`src/rtl/in_port_driver.sv`:
```
// Producer side of the CPU input-port handshake: synchronises and debounces a
// push-button and switch bank, latches the switches on each press and holds ready_out until acked.
module in_port_driver #(
  parameter int unsigned WIDTH           = 8,
  parameter int unsigned DEBOUNCE_CYCLES = 4
) (
  input  logic             clk,
  input  logic             reset,
  input  logic             btn_raw,
  input  logic [WIDTH-1:0] sw_raw,
  input  logic             cpu_ack,
  input  logic             ovr_clr,
  output logic [WIDTH-1:0] data_out,
  output logic             ready_out,
  output logic             overrun,
  output logic [3:0]       press_cnt
);

  localparam int unsigned CNT_W = $clog2(DEBOUNCE_CYCLES + 1);
  localparam logic [CNT_W-1:0] CNT_LAST = CNT_W'(DEBOUNCE_CYCLES - 1);

  logic             btn_sync1;
  logic             btn_sync2;
  logic [WIDTH-1:0] sw_sync1;
  logic [WIDTH-1:0] sw_sync2;
  logic             btn_deb;
  logic [CNT_W-1:0] deb_cnt;

  logic             btn_deb_next;
  logic [CNT_W-1:0] deb_cnt_next;
  logic             press;
  logic             accept;
  logic             drop;
  logic [WIDTH-1:0] data_next;
  logic             ready_next;
  logic             overrun_next;
  logic [3:0]       press_cnt_next;

  // Debouncer: the synchronised button must disagree for N consecutive edges to flip.
  always_comb begin
    btn_deb_next = btn_deb;
    deb_cnt_next = '0;
    if (btn_sync2 != btn_deb) begin
      if (deb_cnt == CNT_LAST) begin
        btn_deb_next = btn_sync2;
      end else begin
        deb_cnt_next = deb_cnt + CNT_W'(1);
      end
    end
  end

  assign press  = !btn_deb && btn_deb_next;
  assign accept = press && (!ready_out || cpu_ack);
  assign drop   = press && ready_out && !cpu_ack;

  // Handshake: a press either captures (freeing any pending word) or is dropped as overrun.
  always_comb begin
    data_next      = data_out;
    ready_next     = ready_out;
    overrun_next   = overrun;
    press_cnt_next = press_cnt;
    if (accept) begin
      data_next      = sw_sync2;
      ready_next     = 1'b1;
      press_cnt_next = press_cnt + 4'd1;
    end else if (ready_out && cpu_ack) begin
      ready_next = 1'b0;
    end
    if (drop) begin
      overrun_next = 1'b1;
    end else if (ovr_clr) begin
      overrun_next = 1'b0;
    end
  end

  always_ff @(posedge clk) begin
    if (reset) begin
      btn_sync1 <= 1'b0;
      btn_sync2 <= 1'b0;
      sw_sync1  <= '0;
      sw_sync2  <= '0;
      btn_deb   <= 1'b0;
      deb_cnt   <= '0;
      data_out  <= '0;
      ready_out <= 1'b0;
      overrun   <= 1'b0;
      press_cnt <= 4'd0;
    end else begin
      btn_sync1 <= btn_raw;
      btn_sync2 <= btn_sync1;
      sw_sync1  <= sw_raw;
      sw_sync2  <= sw_sync1;
      btn_deb   <= btn_deb_next;
      deb_cnt   <= deb_cnt_next;
      data_out  <= data_next;
      ready_out <= ready_next;
      overrun   <= overrun_next;
      press_cnt <= press_cnt_next;
    end
  end

endmodule

```
`config.mk`:
```
export PLATFORM = sky130hd
export DESIGN_NAME = in_port_driver
export DESIGN_NICKNAME = d
export VERILOG_FILES = /design/src/rtl/in_port_driver.sv
export SDC_FILE = /design/constraint.sdc
export NUM_CORES = 1
export LEC_CHECK = 0
export CAP_MARGIN = 20
export CORE_ASPECT_RATIO = 1.4
export CORE_MARGIN = 2
export CORE_UTILIZATION = 52
export DETAILED_ROUTE_END_ITERATION = 10
export PLACE_DENSITY = 0.82
export SLEW_MARGIN = 10
export SYNTH_ARGS = -nofsm -noshare
export SYNTH_HDL_FRONTEND = slang
export SYNTH_SLANG_ARGS = --single-unit
```
`constraint.sdc`:
```
create_clock -name clk -period 3.3 [get_ports clk]
set_clock_uncertainty 0.15 [all_clocks]
set_input_delay 0.825 -clock clk [delete_from_list [all_inputs] [get_ports clk]]
set_output_delay 0.825 -clock clk [all_outputs]
set_load 0.01 [all_outputs]
```
; ---- Yosys cells after proc, flatten, opt, wreduce, memory -nomap -nowiden
; Index checks and enable logic that the tools add are counted.
[op_classes]
n_addsub = 2
n_eq_ne = 2
n_mux = 6
bitwise = 1
reduce_logical = 12
[ops]
columns = op, count
row1 = $mux 1, 6
row2 = $logic_and 1x1->1, 5
row3 = $add 4x1->4 const B, 1
row4 = $reduce_bool 2->1, 2
row5 = $add 3x1->3 const B, 1
row6 = $eq 3x2->1 const B, 1
row7 = $logic_not 1->1, 3
row8 = $reduce_or 3->1, 1
row9 = $logic_or 1x1->1, 1
row10 = $ne 1x1->1, 1
row11 = $not 1->1, 1
[totals]
regBits = 36
in_bits = 13
out_inout_bits = 14
wordCells = 33

; ---- Longest topological paths before layout
[logic_depth]
ltp_word = 7
mapped_depth = 6
ltp_nobuf = 5

; ---- Least setup slack after synthesis
; Ideal clock, no wire load.
[synth_path]
path_type = input -> register
start = input port cpu_ack
end = register data_out[0]
setup_ps = 132
t_arrival_ps = 1501
required_ps = 3018
path_slack_ps = 1517
cell_stages = 4
path_buffers = 1
cell_sequence = nor2b_1 clkbuf_1 or3b_1 a21oi_1
[synth_between]
elab_chain_cells = 2
[synth_lines]
columns = element, line
row1 = from (decl), 11  ; input logic cpu_ack,
row2 = $logic_or 1x1->1, 53  ; assign accept = press && (!ready_out || cpu_ack);
row3 = $logic_and 1x1->1, 53
row4 = to (signal assigned), 95  ; data_out <= data_next;
row5 = to (decl), 13  ; output logic [WIDTH-1:0] data_out,
; No other way between the ends.
; A chain may end at the register's enable or synchronous reset.

; ---- Worst setup path after layout
[layout_path]
start = register press_cnt[0]
end = output port press_cnt[0]
[layout_lines]
columns = element, line
row1 = from (decl), 16  ; output logic [3:0] press_cnt
row2 = from (signal assigned), 98  ; press_cnt <= press_cnt_next;
; No word-level cell between the ends.

==> qor.yml <==
r2r_start: "deb_cnt[0]"
path_depth: 1
synth_top_area_share_pct: 58.4
hold_viol: 0
cts-htree-levels: 2
internal_power_mw: 0.569
clk_latency_ns: 0.32
core_area_sq_um: 2200
seq_power_share_pct: 62.9
start_util_pct: 56.0
synth.area.top_cells: "dfxtp_1 (58%), nor2b_1 (9.6%), a21oi_1 (5.7%)"
drt_iter0_drc: 7
viasPerCell: 5.14
r2r_end: "press_cnt[3]"
busiest_layer: "met2"
area_delta_synth_final_pct: 27.0
grtUsageTotal_pct: 16.3
hold_end: "sw_sync2[6]"
p_clk_share_pct: 32.9
ys_seq_area_share_pct: 58.4
post-route-util_pct: 71.1
synth.distinct_cells: 20
slew_headroom_pct: 72.8
layout_commonest_cell: "dfxtp_1"
postCtsSetupBuffers: 0
drc: 0
ioPinCount: 27
ys_ff_latch: 36
synth_top_area_cell: "dfxtp_1"
holdBufCountCts: 0
setup_viol: 0
die_x_um: 45.2
die_y_um: 61.6
r2r_cells: 5
syn_inst: 118
wl_per_cell_um: 11.4
path_cells: "clkdlybuf4s50_1"
peakVddDrop_mv: 0.392
path_delay_family: "buffers and inverters"
io_buffers: 26
grt_pass1_wl_um: 3190
combPwrFrac_pct: 4.1
gp_congestion: 0.713
min_path_cells: 1
worstSetupPathType: "flop to output port"
cap_violations: 0
worstHoldStart: "sw_sync1[6]"
synth_fp_nets: 134
hold_path.class: "flop to flop"
grt_use_met3_pct: 7.04
grt_overflow_total: 0
status: "completed"
tns_ns: 0
fillers: 175
cpPeakStageDelay_ns: 0.56
fp.dieArea_sq_um: 2780
period_share_pct: 68.5
rsz0062_at_grt: "false"
cts.sinks: 36
power.leakage_nw: 0.586
synth_area_sq_um: 1230
drive_gt1_share_pct: 8.16
grt_pass1_vias: 808
cts_buffer_depth: 2
ys_warn_count: 0
syn_area_per_cell_sq_um: 10.5
fmax_mhz: 443
grt_util_met2_pct: 30.0
cts_root_buffer: "clkbuf_4"
power.switching_mw: 0.141
num_vias: 869
cp_slowest_cell: "clkdlybuf4s50_1"
critical_path_buf_inv_count: 1
fin_crit_ns: 2.26
n_antenna_cell: 0
cts_tree: "yes"
power_density_nw_per_um2: 454
grt_max_degree: 27
drtAntennaViolNets: 0
use_met1_pct: 15.5
core.rowCount: 20
netSwitchingFraction_pct: 19.9
cts_resized: 0
final_nets: 162
antenna_found_initial: 0
tightest_slew_ns: 0.406
arrival_ns: 1.28
dpl.hpwl_um: 1360
endpoint_kind: "output port"
clkTransAtPathRegs_ns: 0.10
critical_path_required_ns: 2.32
dr.pass1.iters: 4
final-max-slew-violation-count: 0
routed_wl_um: 1920
cts_buffers: 5
startpoint_type: "flop"
final_cell_mix: "dfxtp_1 (36), clkdlybuf4s50_1 (26), nor2b_1 (19)"
reg2reg_slack_ns: 1.41
crit_fanout: 5
-- how the worst max path moves through the flow --
stage | start | to | slack, ns
floorplan | cpu_ack | data_out[0] | 1.52
global placement | cpu_ack | press_cnt[3] | 0.98
detailed placement | cpu_ack | press_cnt[3] | 0.94
CTS | press_cnt[0] | press_cnt[0] | 1.01
global route | press_cnt[0] | press_cnt[0] | 0.96
finish | press_cnt[0] | press_cnt[0] | 1.04
-- synth_stat cells --
library cell / count
o31ai_1: 2
or3_1: 2
nand3b_4: 1
or3b_2: 3
dfxtp_1: 36
ha_1: 3
nand3_1: 1
o21ai_0: 10
nand2b_1: 2
mux2i_1: 1
nor2_1: 4
inv_1: 4
a21oi_1: 14
or4_1: 2
clkbuf_2: 1
buf_2: 1
nor2b_1: 19
clkbuf_1: 5
xnor2_1: 1
or3b_1: 6
-- cells by family (layout without fill, tap and decap cells) --
family | count (synthesis) | count (layout) | share of synthesized area (%)
compound gates | 26 | 26 | 11.0
fa+ha+maj | 3 | 3 | 3.04
xor+xnor | 1 | 1 | 0.710
simple gates | 40 | 40 | 22.5
flops | 36 | 36 | 58.4
mux | 1 | 1 | 0.811
buf+inv | 11 | 40 | 3.55
-- power by group through the flow --
stage | Combinational [mW] | Sequential (mW) | Clock (mW)
6_report | 0.0294 | 0.447 | 0.234
5_1_grt | 0.0324 | 0.449 | 0.264
4_1_cts | 0.0298 | 0.447 | 0.242
3_5_place_dp | 0.0296 | 0.457 | 0
3_3_place_gp | 0.0284 | 0.457 | 0
2_1_floorplan | 0.0129 | 0.457 | 0
-- sequential cells by signal, indices dropped and copies added (netlist names) --
register / flops
btn_deb: 1
data_out: 8
sw_sync2: 8
overrun: 1
press_cnt: 4
btn_sync1: 1
btn_sync2: 1
deb_cnt: 3
sw_sync1: 8
ready_out: 1
-- worst reg2reg max path, cell delays in order (launching register included) --
cell and delay (ns):
dfxtp_1 0.35, ha_1 0.15, ha_1 0.24, nand3b_4 0.23, or4_1 0.55, a21oi_1 0.15
-- metrics by stage --
stage / setup slack [ns] / hold WS (ns) / std cells / cell area (sq um) / total power, mW
after global placement: 0.978 / 0.256 / 161 / 1510 / 0.485
after floorplan: 1.52 / 0.249 / 118 / 1230 / 0.469
after CTS: 1.01 / 0.293 / 169 / 1570 / 0.719
after detailed placement: 0.941 / 0.270 / 161 / 1510 / 0.487
after global routing: 0.956 / 0.302 / 169 / 1570 / 0.745
final: 1.04 / 0.284 / 169 / 1570 / 0.710
-- layer usage --
| metal | vias to the layer above | wire [um] |
|---|---|---|
| met1 | 391 | 735 |
| met2 | 27 | 1070 |
| li1 | 449 | - |
| met3 | 2 | 108 |
| met5 | - | 0 |
| met4 | 0 | 7 |
-- layout make-up --
class,instances,area (sq um),share of cell area (%)
flip-flops and latches,36,721,46.0
multi-input cells,71,469,30.0
repair buffers,28,275,17.6
clock buffers,8,58.8,3.75
well taps,22,27.5,1.76
inverters,4,15.0,0.958
(Power assumes the default switching activity.)
